$ cat config.mk
export PLATFORM = sky130hd
export DESIGN_NAME = constraint_sampler_flat
export DESIGN_NICKNAME = d
export VERILOG_FILES = /design/src/rtl/constraint_sampler_pkg.sv /design/src/rtl/constraint_sampler_if.sv /design/src/rtl/constraint_sampler_lfsr.sv /design/src/rtl/constraint_sampler.sv /design/src/flat_wrapper.sv
export SDC_FILE = /design/constraint.sdc
export NUM_CORES = 1
export LEC_CHECK = 0
export CAP_MARGIN = 30
export CORE_MARGIN = 5
export CORE_UTILIZATION = 40
export CTS_CLUSTER_DIAMETER = 120
export CTS_CLUSTER_SIZE = 30
export DETAILED_ROUTE_END_ITERATION = 12
export GPL_ROUTABILITY_DRIVEN = 0
export PLACE_DENSITY = 0.84
export SYNTH_ARGS = -nofsm -noshare
export SYNTH_HDL_FRONTEND = slang
export SYNTH_HIERARCHICAL = 1
export SYNTH_SLANG_ARGS = --single-unit
$ cat constraint.sdc
create_clock -name clk -period 1.8 [get_ports clk]
set_input_delay 0.27 -clock clk [delete_from_list [all_inputs] [get_ports clk]]
set_output_delay 0.27 -clock clk [all_outputs]
set_load 0.1 [all_outputs]
$ cat src/rtl/constraint_sampler_pkg.sv
// Shared types and constants for the constraint sampler.
// Holds the FSM state encoding and LFSR geometry.
package constraint_sampler_pkg;

  localparam int LFSR_W = 32;

  localparam logic [LFSR_W-1:0] LFSR_TAPS =
    32'h8020_0003;

  typedef enum logic [1:0] {
    ST_IDLE  = 2'd0,
    ST_CHECK = 2'd1,
    ST_HOLD  = 2'd2,
    ST_FAIL  = 2'd3
  } state_e;

  function automatic logic [LFSR_W-1:0] lfsr_adv(
    input logic [LFSR_W-1:0] s
  );
    return (s >> 1) ^ (s[0] ? LFSR_TAPS : '0);
  endfunction

endpackage

$ cat src/rtl/constraint_sampler_if.sv
// Valid/ready output channel carrying accepted candidates.
// The sampler drives the master side.
interface constraint_sampler_if #(
  parameter int WIDTH = 16
);

  logic             out_valid;
  logic             out_ready;
  logic [WIDTH-1:0] out_data;

  modport master (
    output out_valid,
    output out_data,
    input  out_ready
  );

  modport slave (
    input  out_valid,
    input  out_data,
    output out_ready
  );

endinterface

$ cat src/rtl/constraint_sampler_lfsr.sv
// 32-bit right-shifting Galois LFSR with seed load.
// A zero seed is replaced by 1 to keep the register live.
module sampler_lfsr
  import constraint_sampler_pkg::*;
#(
  parameter int                WIDTH = 16,
  parameter logic [LFSR_W-1:0] SEED  = 32'h1
) (
  input  logic              clk,
  input  logic              rst,
  input  logic              load,
  input  logic [LFSR_W-1:0] seed,
  input  logic              step,
  output logic [WIDTH-1:0]  next_cand
);

  logic [LFSR_W-1:0] lfsr;
  logic [LFSR_W-1:0] lfsr_nxt;

  assign lfsr_nxt  = lfsr_adv(lfsr);
  assign next_cand = lfsr_nxt[WIDTH-1:0];

  always_ff @(posedge clk) begin
    if (rst) begin
      lfsr <= SEED;
    end else if (load) begin
      lfsr <= (seed == '0) ? 32'h1 : seed;
    end else if (step) begin
      lfsr <= lfsr_nxt;
    end
  end

endmodule

$ cat src/rtl/constraint_sampler.sv
// Candidate generator driving a combinational constraint checker.
// Optional counters: define CONSTRAINT_SAMPLER_STATS_EN.
module constraint_sampler
  import constraint_sampler_pkg::*;
#(
  parameter int                WIDTH     = 16,
  parameter int                MAX_TRIES = 255,
  parameter logic [LFSR_W-1:0] SEED      = 32'h0000_0001,
  localparam int               TW        = $clog2(MAX_TRIES + 1)
) (
  input  logic                  clk,
  input  logic                  rst,
  input  logic                  start,
  input  logic                  seed_load,
  input  logic [31:0]           seed,
  output logic [WIDTH-1:0]      cand,
  input  logic                  sat,
  constraint_sampler_if.master  out,
  output logic                  busy,
  output logic                  fail,
  output logic [TW-1:0]         try_count,
  output logic [31:0]           acc_total,
  output logic [31:0]           rej_total
);

  localparam logic [TW-1:0] MAX_T = TW'(MAX_TRIES);

  state_e           state;
  logic [WIDTH-1:0] next_cand;
  logic             at_max;
  logic             is_idle;
  logic             is_check;
  logic             lfsr_load;
  logic             lfsr_step;

  assign is_idle   = (state == ST_IDLE);
  assign is_check  = (state == ST_CHECK);
  assign at_max    = (try_count == MAX_T);
  assign lfsr_load = is_idle && seed_load;
  // The LFSR advances exactly when a fresh candidate is loaded.
  assign lfsr_step = (is_idle && start && !seed_load) ||
                     (is_check && !sat && !at_max);

  sampler_lfsr #(
    .WIDTH (WIDTH),
    .SEED  (SEED)
  ) u_lfsr (
    .clk       (clk),
    .rst       (rst),
    .load      (lfsr_load),
    .seed      (seed),
    .step      (lfsr_step),
    .next_cand (next_cand)
  );

  always_ff @(posedge clk) begin
    if (rst) begin
      state         <= ST_IDLE;
      cand          <= '0;
      out.out_data  <= '0;
      out.out_valid <= 1'b0;
      busy          <= 1'b0;
      fail          <= 1'b0;
      try_count     <= '0;
    end else begin
      fail <= 1'b0;
      unique case (state)
        ST_IDLE: begin
          if (start && !seed_load) begin
            cand      <= next_cand;
            try_count <= TW'(1);
            busy      <= 1'b1;
            state     <= ST_CHECK;
          end
        end
        ST_CHECK: begin
          if (sat) begin
            out.out_data  <= cand;
            out.out_valid <= 1'b1;
            state         <= ST_HOLD;
          end else if (at_max) begin
            fail  <= 1'b1;
            state <= ST_FAIL;
          end else begin
            cand      <= next_cand;
            try_count <= try_count + 1'b1;
          end
        end
        ST_HOLD: begin
          if (out.out_ready) begin
            out.out_valid <= 1'b0;
            busy          <= 1'b0;
            state         <= ST_IDLE;
          end
        end
        ST_FAIL: begin
          busy  <= 1'b0;
          state <= ST_IDLE;
        end
        default: state <= ST_IDLE;
      endcase
    end
  end

`ifdef CONSTRAINT_SAMPLER_STATS_EN
  logic [31:0] acc_q;
  logic [31:0] rej_q;

  // Both counters stick at all-ones rather than wrapping.
  always_ff @(posedge clk) begin
    if (rst) begin
      acc_q <= '0;
      rej_q <= '0;
    end else if (is_check) begin
      if (sat && acc_q != '1) begin
        acc_q <= acc_q + 32'd1;
      end
      if (!sat && rej_q != '1) begin
        rej_q <= rej_q + 32'd1;
      end
    end
  end

  assign acc_total = acc_q;
  assign rej_total = rej_q;
`else
  assign acc_total = '0;
  assign rej_total = '0;
`endif

endmodule

$ cat src/flat_wrapper.sv
// flat-port wrapper written by rule: the top's interface ports become plain ports
module constraint_sampler_flat import constraint_sampler_pkg::*;
#(
  parameter int                WIDTH     = 16,
  parameter int                MAX_TRIES = 255,
  parameter logic [LFSR_W-1:0] SEED      = 32'h0000_0001,
  localparam int               TW        = $clog2(MAX_TRIES + 1)
)
  (clk, rst, start, seed_load, seed, cand, sat, busy, fail, try_count, acc_total, rej_total, out_out_valid, out_out_data, out_out_ready);
  constraint_sampler_if #(.WIDTH(WIDTH)) out_i ();
  input  logic clk;
  input  logic rst;
  input  logic start;
  input  logic seed_load;
  input  logic [31:0] seed;
  output logic [WIDTH-1:0] cand;
  input  logic sat;
  output logic busy;
  output logic fail;
  output logic [TW-1:0] try_count;
  output logic [31:0] acc_total;
  output logic [31:0] rej_total;
  output wire logic [$bits(out_i.out_valid)-1:0] out_out_valid;
  output wire logic [$bits(out_i.out_data)-1:0] out_out_data;
  input wire logic [$bits(out_i.out_ready)-1:0] out_out_ready;
  assign out_out_valid = out_i.out_valid;
  assign out_out_data = out_i.out_data;
  assign out_i.out_ready = out_out_ready;
  constraint_sampler #(.WIDTH(WIDTH), .MAX_TRIES(MAX_TRIES), .SEED(SEED)) u_core (.clk(clk), .rst(rst), .start(start), .seed_load(seed_load), .seed(seed), .cand(cand), .sat(sat), .out(out_i), .busy(busy), .fail(fail), .try_count(try_count), .acc_total(acc_total), .rej_total(rej_total));
endmodule
# After elaboration in Yosys (flattened, before gate mapping)
# Index checks and enable logic that the tools add are counted.
# word_totals
regBits,77
# classes
n_mux,23
n_eq_ne,10
n_reduce_logical,22
add_sub_neg,1
bitwise,2
# ops
cell,count
32-bit 2-to-1 mux,4
16-bit 2-to-1 mux,3
32-bit logical NOT,1
16-bit case mux with 2 select lines,1
31-bit by 32-bit bitwise XOR with 32-bit output,1
8-bit 2-to-1 mux,3
8-bit case mux with 2 select lines,1
2-bit inequality test (second input constant),5
3-bit AND reduction,3
8-bit by 1-bit adder with 8-bit output (second input constant),1
8-bit equality test (second input constant),1
2-bit 2-to-1 mux,4
2-bit case mux with 4 select lines,1
1-bit logical AND,6
2-bit nonzero test,3
2-bit equality test (second input constant),2
1-bit 2-to-1 mux,4
4-bit AND reduction,1
1-bit logical NOT,3
3-bit by 2-bit inequality test with 1-bit output (second input constant),1
1-bit case mux with 3 select lines,1
3-bit nonzero test,1
3-bit OR reduction,1
2-bit by 1-bit equality test with 1-bit output (second input constant),1
5 further kinds,5

# Longest topological paths before layout
# Gate-level depths: netlist of run 1.
# depth
depth_word,6
ltp_mapped,11
mapped_depth_nobuf,9

# Cells and area by module
# Netlist of run 1, hierarchy kept.
# modules_own_cells
mod,instances,area_per_inst_um2,cells_each
constraint_sampler,1,2378.5,294
sampler_lfsr,1,1700.4,204

# Least setup slack after synthesis of run 1
# OpenSTA, ideal clock, no wires.
# synth_timing
path_kind,register to register
start,register u_core.try_count[0]
end,register u_core.u_lfsr.lfsr[10]
period_less_slack_ns,2.730
path_stages_with_launch,12
arrival_ns,2.602
required_time_ns,1.672
setup_slack_ns,-0.930
path_cell_list,dfxtp_1 -> ha_1 -> nand4_2 -> o21a_2 -> nor2_1 -> inv_1 -> buf_6 -> buf_8 -> mux2i_1 -> nor2_1 -> a21oi_1 -> nor2_1
# synth_between
elab_chain_len,5
# synth_rtl
item,line,source
start: declaration,constraint_sampler.sv:21,"output logic [TW-1:0] try_count,"
start signal: assignment,constraint_sampler.sv:86,try_count <= try_count + 1'b1;
8-bit equality test,constraint_sampler.sv:38,assign at_max = (try_count == MAX_T);
1-bit logical NOT,constraint_sampler.sv:42,(is_check && !sat && !at_max);
1-bit logical AND,constraint_sampler.sv:42,
1-bit logical OR,constraint_sampler.sv:41,assign lfsr_step = (is_idle && start && !seed_load) ||
named net u_core.lfsr_step,constraint_sampler.sv:34,logic lfsr_step;
2-bit nonzero test (no source line),--,
end signal: assignment,constraint_sampler_lfsr.sv:27,lfsr <= (seed == '0) ? 32'h1 : seed;
end signal: assignment,constraint_sampler_lfsr.sv:29,lfsr <= lfsr_nxt;
end: declaration,constraint_sampler_lfsr.sv:17,logic [LFSR_W-1:0] lfsr;
# The timed path passes the listed nets, and every way through them passes these cells.
# A chain may end at the register's enable or synchronous reset.

# Worst setup path after layout of run 1
# layout_timing
start,register u_core.try_count[1]
end,register u_core.u_lfsr.lfsr[24]
# Same word-level chain as after synthesis.

==> results of run 1 <==
==> timing repair <==
action                     4_1_cts  5_1_grt
buffers inserted                 0        1
setup endpoints to repair       32       40
gates cloned                     1        1
resized for setup                4        4
pin swaps                        3       20
==> logic make-up (layout without fill, tap and decap cells) <==
family | count (synthesis) | in the layout
AO/OA/AOI/OAI | 103 | 103
XOR/XNOR | 4 | 4
AND/OR/NAND/NOR | 160 | 160
adder cells (fa/ha/maj) | 1 | 1
other | 1 | 64
multiplexers | 33 | 33
buffers and inverters | 119 | 143
flip-flops | 77 | 77
==> final cells by class <==
| type | instances | area [sq um] | share of cell area (%) |
|---|---|---|---|
| well taps | 133 | 166 | 3.11 |
| multi-input cells | 365 | 2010 | 37.5 |
| clock buffers | 9 | 124 | 2.31 |
| inverters | 6 | 27.5 | 0.514 |
| repair buffers | 121 | 1400 | 26.1 |
| flip-flops and latches | 77 | 1570 | 29.3 |
| clock inverters | 7 | 62.6 | 1.17 |
==> power groups by stage <==
stage          sequential [uW]  clock, uW  combinational [uW]
2_1_floorplan             2000          0                1090
3_3_place_gp              1880          0                1360
3_5_place_dp              1880          0                1380
4_1_cts                   1840       1280                1400
5_1_grt                   1860       1370                1490
6_report                  1850       1250                1430
==> synth_stat cells, types with 2 or more instances <==
cell type | n | area share [%]
nand3_1 | 23 | 2.8
nor3_1 | 4 | 0.49
or3_1 | 3 | 0.46
buf_8 | 2 | 0.74
a21oi_1 | 70 | 8.6
nor3b_1 | 3 | 0.55
inv_1 | 6 | 0.55
nand4_1 | 3 | 0.46
dfxtp_1 | 77 | 38
and2_1 | 2 | 0.31
a211oi_2 | 2 | 0.61
o211ai_1 | 2 | 0.37
buf_4 | 81 | 15
buf_6 | 3 | 0.83
nor2_1 | 64 | 5.9
buf_1 | 2 | 0.18
xnor2_1 | 2 | 0.43
nand2b_1 | 3 | 0.46
o21ai_1 | 18 | 2.2
nor4_1 | 8 | 1.2
mux2i_1 | 32 | 7.9
clkbuf_1 | 9 | 0.83
nand2_1 | 40 | 3.7
buf_2 | 15 | 1.8
==> per-layer routing <==
layer  GRT usage [%]  vias to the layer above  wire length, um
met1            19.1                     1596             4020
met3            4.97                        8              860
li1                -                     1706                -
met4            4.84                        0               93
met5               0                        -                0
met2            24.7                      157             4730
==> per-stage QoR <==
stage	worst slack (ns)	cell area, sq um	total power (uW)	hold slack, ns	utilization (%)
2_1_floorplan	-0.199	4380	3090	0.409	-
3_3_place_gp	-0.248	5080	3240	0.445	51.5
3_5_place_dp	-0.318	5080	3270	0.450	51.5
4_1_cts	-0.0102	5300	4520	0.384	53.8
5_1_grt	-0.124	5350	4710	0.408	54.2
6_report	-0.0201	5350	4520	0.401	54.2
==> sequential cells by signal, indices dropped and copies added (netlist names) <==
| signal | count |
|---|---|
| u_core/busy | 1 |
| u_core/fail | 1 |
| u_core/cand | 16 |
| u_core/state | 2 |
| u_core/u_lfsr/lfsr | 32 |
| u_core/out.out_valid | 1 |
| u_core/try_count | 8 |
| u_core/out.out_data | 16 |
==> how the worst min path moves through the flow <==
stage                                       start                       to  slack [ns]  cells after the start
after CTS                                     rst   u_core/u_lfsr/lfsr[11]        0.38                      2
after detailed placement  u_core/out.out_data[11]  u_core/out.out_data[11]        0.45                      2
after global placement    u_core/out.out_data[15]  u_core/out.out_data[15]        0.45                      2
after floorplan                          seed[10]   u_core/u_lfsr/lfsr[10]        0.41                      2
final                                         rst   u_core/u_lfsr/lfsr[11]        0.40                      2
after global routing                          rst   u_core/u_lfsr/lfsr[16]        0.41                      2
==> run metrics, run 1 <==
final net count 619; Critical Path Sink Type flip-flop; RSZ-0062 raised after global routing yes; synthesized area per cell 8.19 sq um; Vias/cell 4.83; CTS sink cnt 77; largest net degree at the start of global routing 33; WP data arrival 2.06 ns; most frequent cells in the layout a21oi_1 (70), dfxtp_1 (69), conb_1 (64); CTS tree done; worst-margin pin slew 0.579 ns; GR Overflow Total 0; combinational power share 31.5%; DIE HEIGHT 111 um; top_reg_cell synth dfxtp_1; clock slew at reported path FFs 0.10 ns; number of fill cells in the layout 845; CP max FO 8; Synth Area in Simple Gates 18.4%; mux cell area share after synthesis 8.13%; drt wl/cell 13.5 um; flops & latches, synth 77; Worst path slowest cell dfxtp_4; DR pass1 iterations 5; Die X 111 um; DRT iter0 DRCs 150; worst skew pair latency 0.35 ns; die area 12300 sq um; pwr dens 845 nW/um^2; post-route ant nets 0; internal power 2690 uW; total wire length 9.70 mm; Async SR Flop Fraction 0%; post-cts hold buffer count 0; critical path cell sequence ha_4, nand4_4, o21a_4, nor2_4, clkinv_4, buf_12, mux2i_2, nor2_1, a21oi_1, nor2_1; Slew Viols, Final 0; core area 9860 sq um; Slew Limit Headroom 61.4%; Final Hold Viols 0; Synth Warn # 6; VDD IR max 417 uV; most used cell, CP nor2_1; main combinational cell family by area after synthesis buffers and inverters; number of buffers created by CTS 9; worst hold path class input pin to flip-flop; f_max 0.549 GHz; complex-gate fraction of the synthesized area 13.9%; final setup fails 1; via count 3467; most common cell after layout, fill and taps aside a21oi_1; FF-to-FF path depth 10; Adder-Cell Fraction of Synth Area 0.307%; row count 36; final cell count without fillers 718; Reg-to-Reg Start u_core/try_count[1]; P&R area growth vs syn 31.2%; Top Ports 145; Req. time, crit path 2.04 ns; initial antenna violation count 0; sequential-to-total area share from yosys stat 37.8%; clock buffer depth 2; WP buf/inv 2; final worst setup slack -0.0201 ns; Setup Crit Path Kind flip-flop to flip-flop; I/O Buffers 80; Post-synth EDFFs 0; beginning of the critical path u_core/try_count[1]; fin crit share 101%; synthesized instance count 498; failing checks setup timing; Sw Ratio 40.4%; clk root buf clkbuf_8; fraction of layout cells with a size suffix above 1 21.5%; critical path's largest stage delay 0.37 ns; leakage power 0.00211 uW; Post-Route Skew 0.0151 ns; Starting Density 41.3%; Max-Cap Viols 0; H-tree Lvls 3; Cell variety after synth 48; Clock power frac 27.7%; Worst Setup EP u_core/u_lfsr/lfsr[24]; GRT Overall Usage 15.2%; dpl cells 699; flop2flop setup slack -0.02 ns; drt drc 0; minimum clock period 1.82 ns; cell family with most CP delay compound AO/OA/AOI/OAI gates; number of global-route vias before repair 3282; first-pass GRT wire length 15.7 mm; Post-Synth XOR/XNOR Area 1.04%; n_diodes 0; post-synthesis cell area 4080 sq um; Reg power frac 40.8%; dpl hpwl 7.44 mm; Psw 1830 uW; setup TNS -0.0201 ns; status finished, violations left; R2R Path End u_core/u_lfsr/lfsr[24]; Worst setup SP type flip-flop; CP Depth 10
Note: power is estimated with default switching activity, not from simulation.
==> run 2: changes to the inputs <==
==> constraint.sdc (replaced) <==
create_clock -name clk -period 1.8 [get_ports clk]
set_input_delay 0.36 -clock clk [delete_from_list [all_inputs] [get_ports clk]]
set_output_delay 0.36 -clock clk [all_outputs]
set_load 0.1 [all_outputs]
==> run 2 against run 1 <==
Compared with the run above: hold slack better by 0.089 ns; via count increased by 0.32%; largest cell class unchanged; critical path type is now input pin to flip-flop; clock skew down 0.0097 ns; critical path depth shrank 1; largest power group unchanged; design area rose by 3.6%; the run now ends clean.
==> run metrics, run 2 (synthesis gave the netlist of run 1 again) <==
fraction of layout cells with a size suffix above 1 20.6% (-0.95 points); Slew Viols, Final 0 (unchanged); WP data arrival 1.96 ns (-0.10 ns); drt wl/cell 14.0 um (+3.3%); largest net degree at the start of global routing 38 (+15%); Post-Route Skew 0.00540 ns (-0.00970 ns); leakage power 0.00216 uW (+2.0%); die area 12300 sq um (unchanged); worst hold path class input pin to flip-flop; CP max FO 18 (+10); DIE HEIGHT 111 um (unchanged); number of buffers created by CTS 9 (unchanged); initial antenna violation count 0 (unchanged); minimum clock period 1.71 ns (-0.106 ns); VDD IR max 433 uV (+3.8%); Top reg by flops u_core/u_lfsr/lfsr; dpl cells 695 (-0.57%); worst skew pair latency 0.35 ns (about the same); GR Overflow Total 0 (unchanged); clock slew at reported path FFs 0.09 ns (about the same); Vias/cell 4.89 (+1.3%); most common cell after layout, fill and taps aside a21oi_1; drt drc 0 (unchanged); GRT Overall Usage 15.6% (+0.37 points); row count 36 (unchanged); n_diodes 0 (unchanged); first-pass GRT wire length 16.1 mm (+2.3%); DRT iter0 DRCs 190 (+27%); dpl hpwl 7.70 mm (+3.6%); post-route ant nets 0 (unchanged); CTS tree done; number of global-route vias before repair 3320 (+1.2%); Final Hold Viols 0 (unchanged); total wire length 9.92 mm (+2.3%); I/O Buffers 80 (unchanged); RSZ-0062 raised after global routing no; CTS sink cnt 77 (unchanged); most frequent cells in the layout a21oi_1 (70), dfxtp_1 (67), conb_1 (64); Setup Fix Bufs, Post-CTS 0 (unchanged); clk root buf clkbuf_8; pwr dens 812 nW/um^2 (-3.9%); Critical Path Sink Type flip-flop; H-tree Lvls 3 (unchanged); core area 9860 sq um (unchanged); final net count 612 (-1.1%); biggest registers after layout u_core/u_lfsr/lfsr (32), u_core/cand (16), u_core/out.out_data (16); worst-margin pin slew 0.531 ns (-0.0482 ns); max FFs per register 32 (unchanged); most used cell, CP nor2_1; critical path's largest stage delay 0.49 ns (+0.12 ns); setup TNS 0 ns (+0.0201 ns); Req. time, crit path 2.04 ns (about the same); Worst setup SP type input pin; post-cts hold buffer count 0 (unchanged); clock buffer depth 2 (unchanged); via count 3478 (+0.32%); Max-Cap Viols 0 (unchanged); Setup Crit Path Kind input pin to flip-flop; DR pass1 iterations 4 (-1); P&R area growth vs syn 36.0%; final setup fails 0 (-1); final cell count without fillers 711 (-0.97%); Die X 111 um (unchanged); critical path cell sequence clkdlybuf4s50_1, nor4b_4, nor2_4, inv_4, buf_12, mux2i_2, nor2_1, a21oi_1, nor2_1; f_max 0.583 GHz (+6.2%); Top Ports 145 (unchanged); status finished clean; Starting Density 41.3% (unchanged); fin crit share 95.2% (-5.9 points); Slew Limit Headroom 64.6% (+3.2 points); Worst path slowest cell clkdlybuf4s50_1
-- run 2: cell count changes in the layout (fill, tap and decap cells not counted), sizes merged --
| cell | before | now |
|---|---|---|
| inv | 10 | 11 |
| clkdlybuf4s50 | 36 | 34 |
| clkinvlp | 1 | 0 |
| dlymetal6s2s | 0 | 1 |
| buf | 84 | 78 |
| dlygate4sd2 | 0 | 1 |
| clkbuf | 10 | 9 |
-- run 2: path summary, 6_finish.rpt --
check                                         endpoint  cells past startpoint                    from  slack [ns]
worst max register to register  u_core/u_lfsr/lfsr[22]                      9     u_core/try_count[7]        0.09
worst min-delay path            u_core/out.out_data[0]                      2                     rst        0.49
worst min register to register  u_core/out.out_data[5]                      2  u_core/out.out_data[5]        0.50
worst max-delay path            u_core/u_lfsr/lfsr[22]                      9                   start        0.09
-- run 2: cell type report --
cell class                 count  area [sq um]
tap                          133           166
clock buffer                   9           124
clock inverter                 7          63.8
inverter                       6          25.0
timing repair buffer         114          1600
fill                         851          4320
multi-input combinational    365          2000
sequential                    77          1570
-- run 2: timing repair --
item                                    CTS  global route
pin swaps                                 1             2
resized for setup                         2             8
endpoints found under the setup margin   10            43
-- run 2: routing by layer --
metal  global-route usage [%]  vias to the layer above  share of wire [%]
li1                         -                     1696                  -
met1                     19.0                     1612                 41
met2                     26.9                      158                 50
met3                     5.08                       12                8.2
met4                     3.20                        0               0.90
met5                        0                        -                  0
-- run 2: worst max-delay path, delay by kind of cell --
kind	cells	cell delay, ns
AOI/OAI and AO/OA	1	0.12
buffers and inverters	3	0.75
muxes	1	0.23
and+or+nand+nor	4	0.47
-- run 2: stage by stage --
| step | setup WS [ns] | hold slack, ns | instance area (sq um) | utilization (%) | total power (uW) |
|---|---|---|---|---|---|
| after CTS | 0.0262 | 0.479 | 5530 | 56.0 | 4520 |
| after global placement | -0.350 | 0.481 | 5340 | 54.1 | 3250 |
| final | 0.0860 | 0.490 | 5550 | 56.2 | 4500 |
| after floorplan | -0.199 | 0.499 | 4380 | - | 3090 |
| after global routing | 0.0247 | 0.499 | 5550 | 56.2 | 4680 |
| after detailed placement | -0.412 | 0.485 | 5340 | 54.1 | 3280 |
-- run 2: power by group --
group	internal, uW	switching, uW
combinational	377	1030
clock	535	719
sequential	1770	73.3
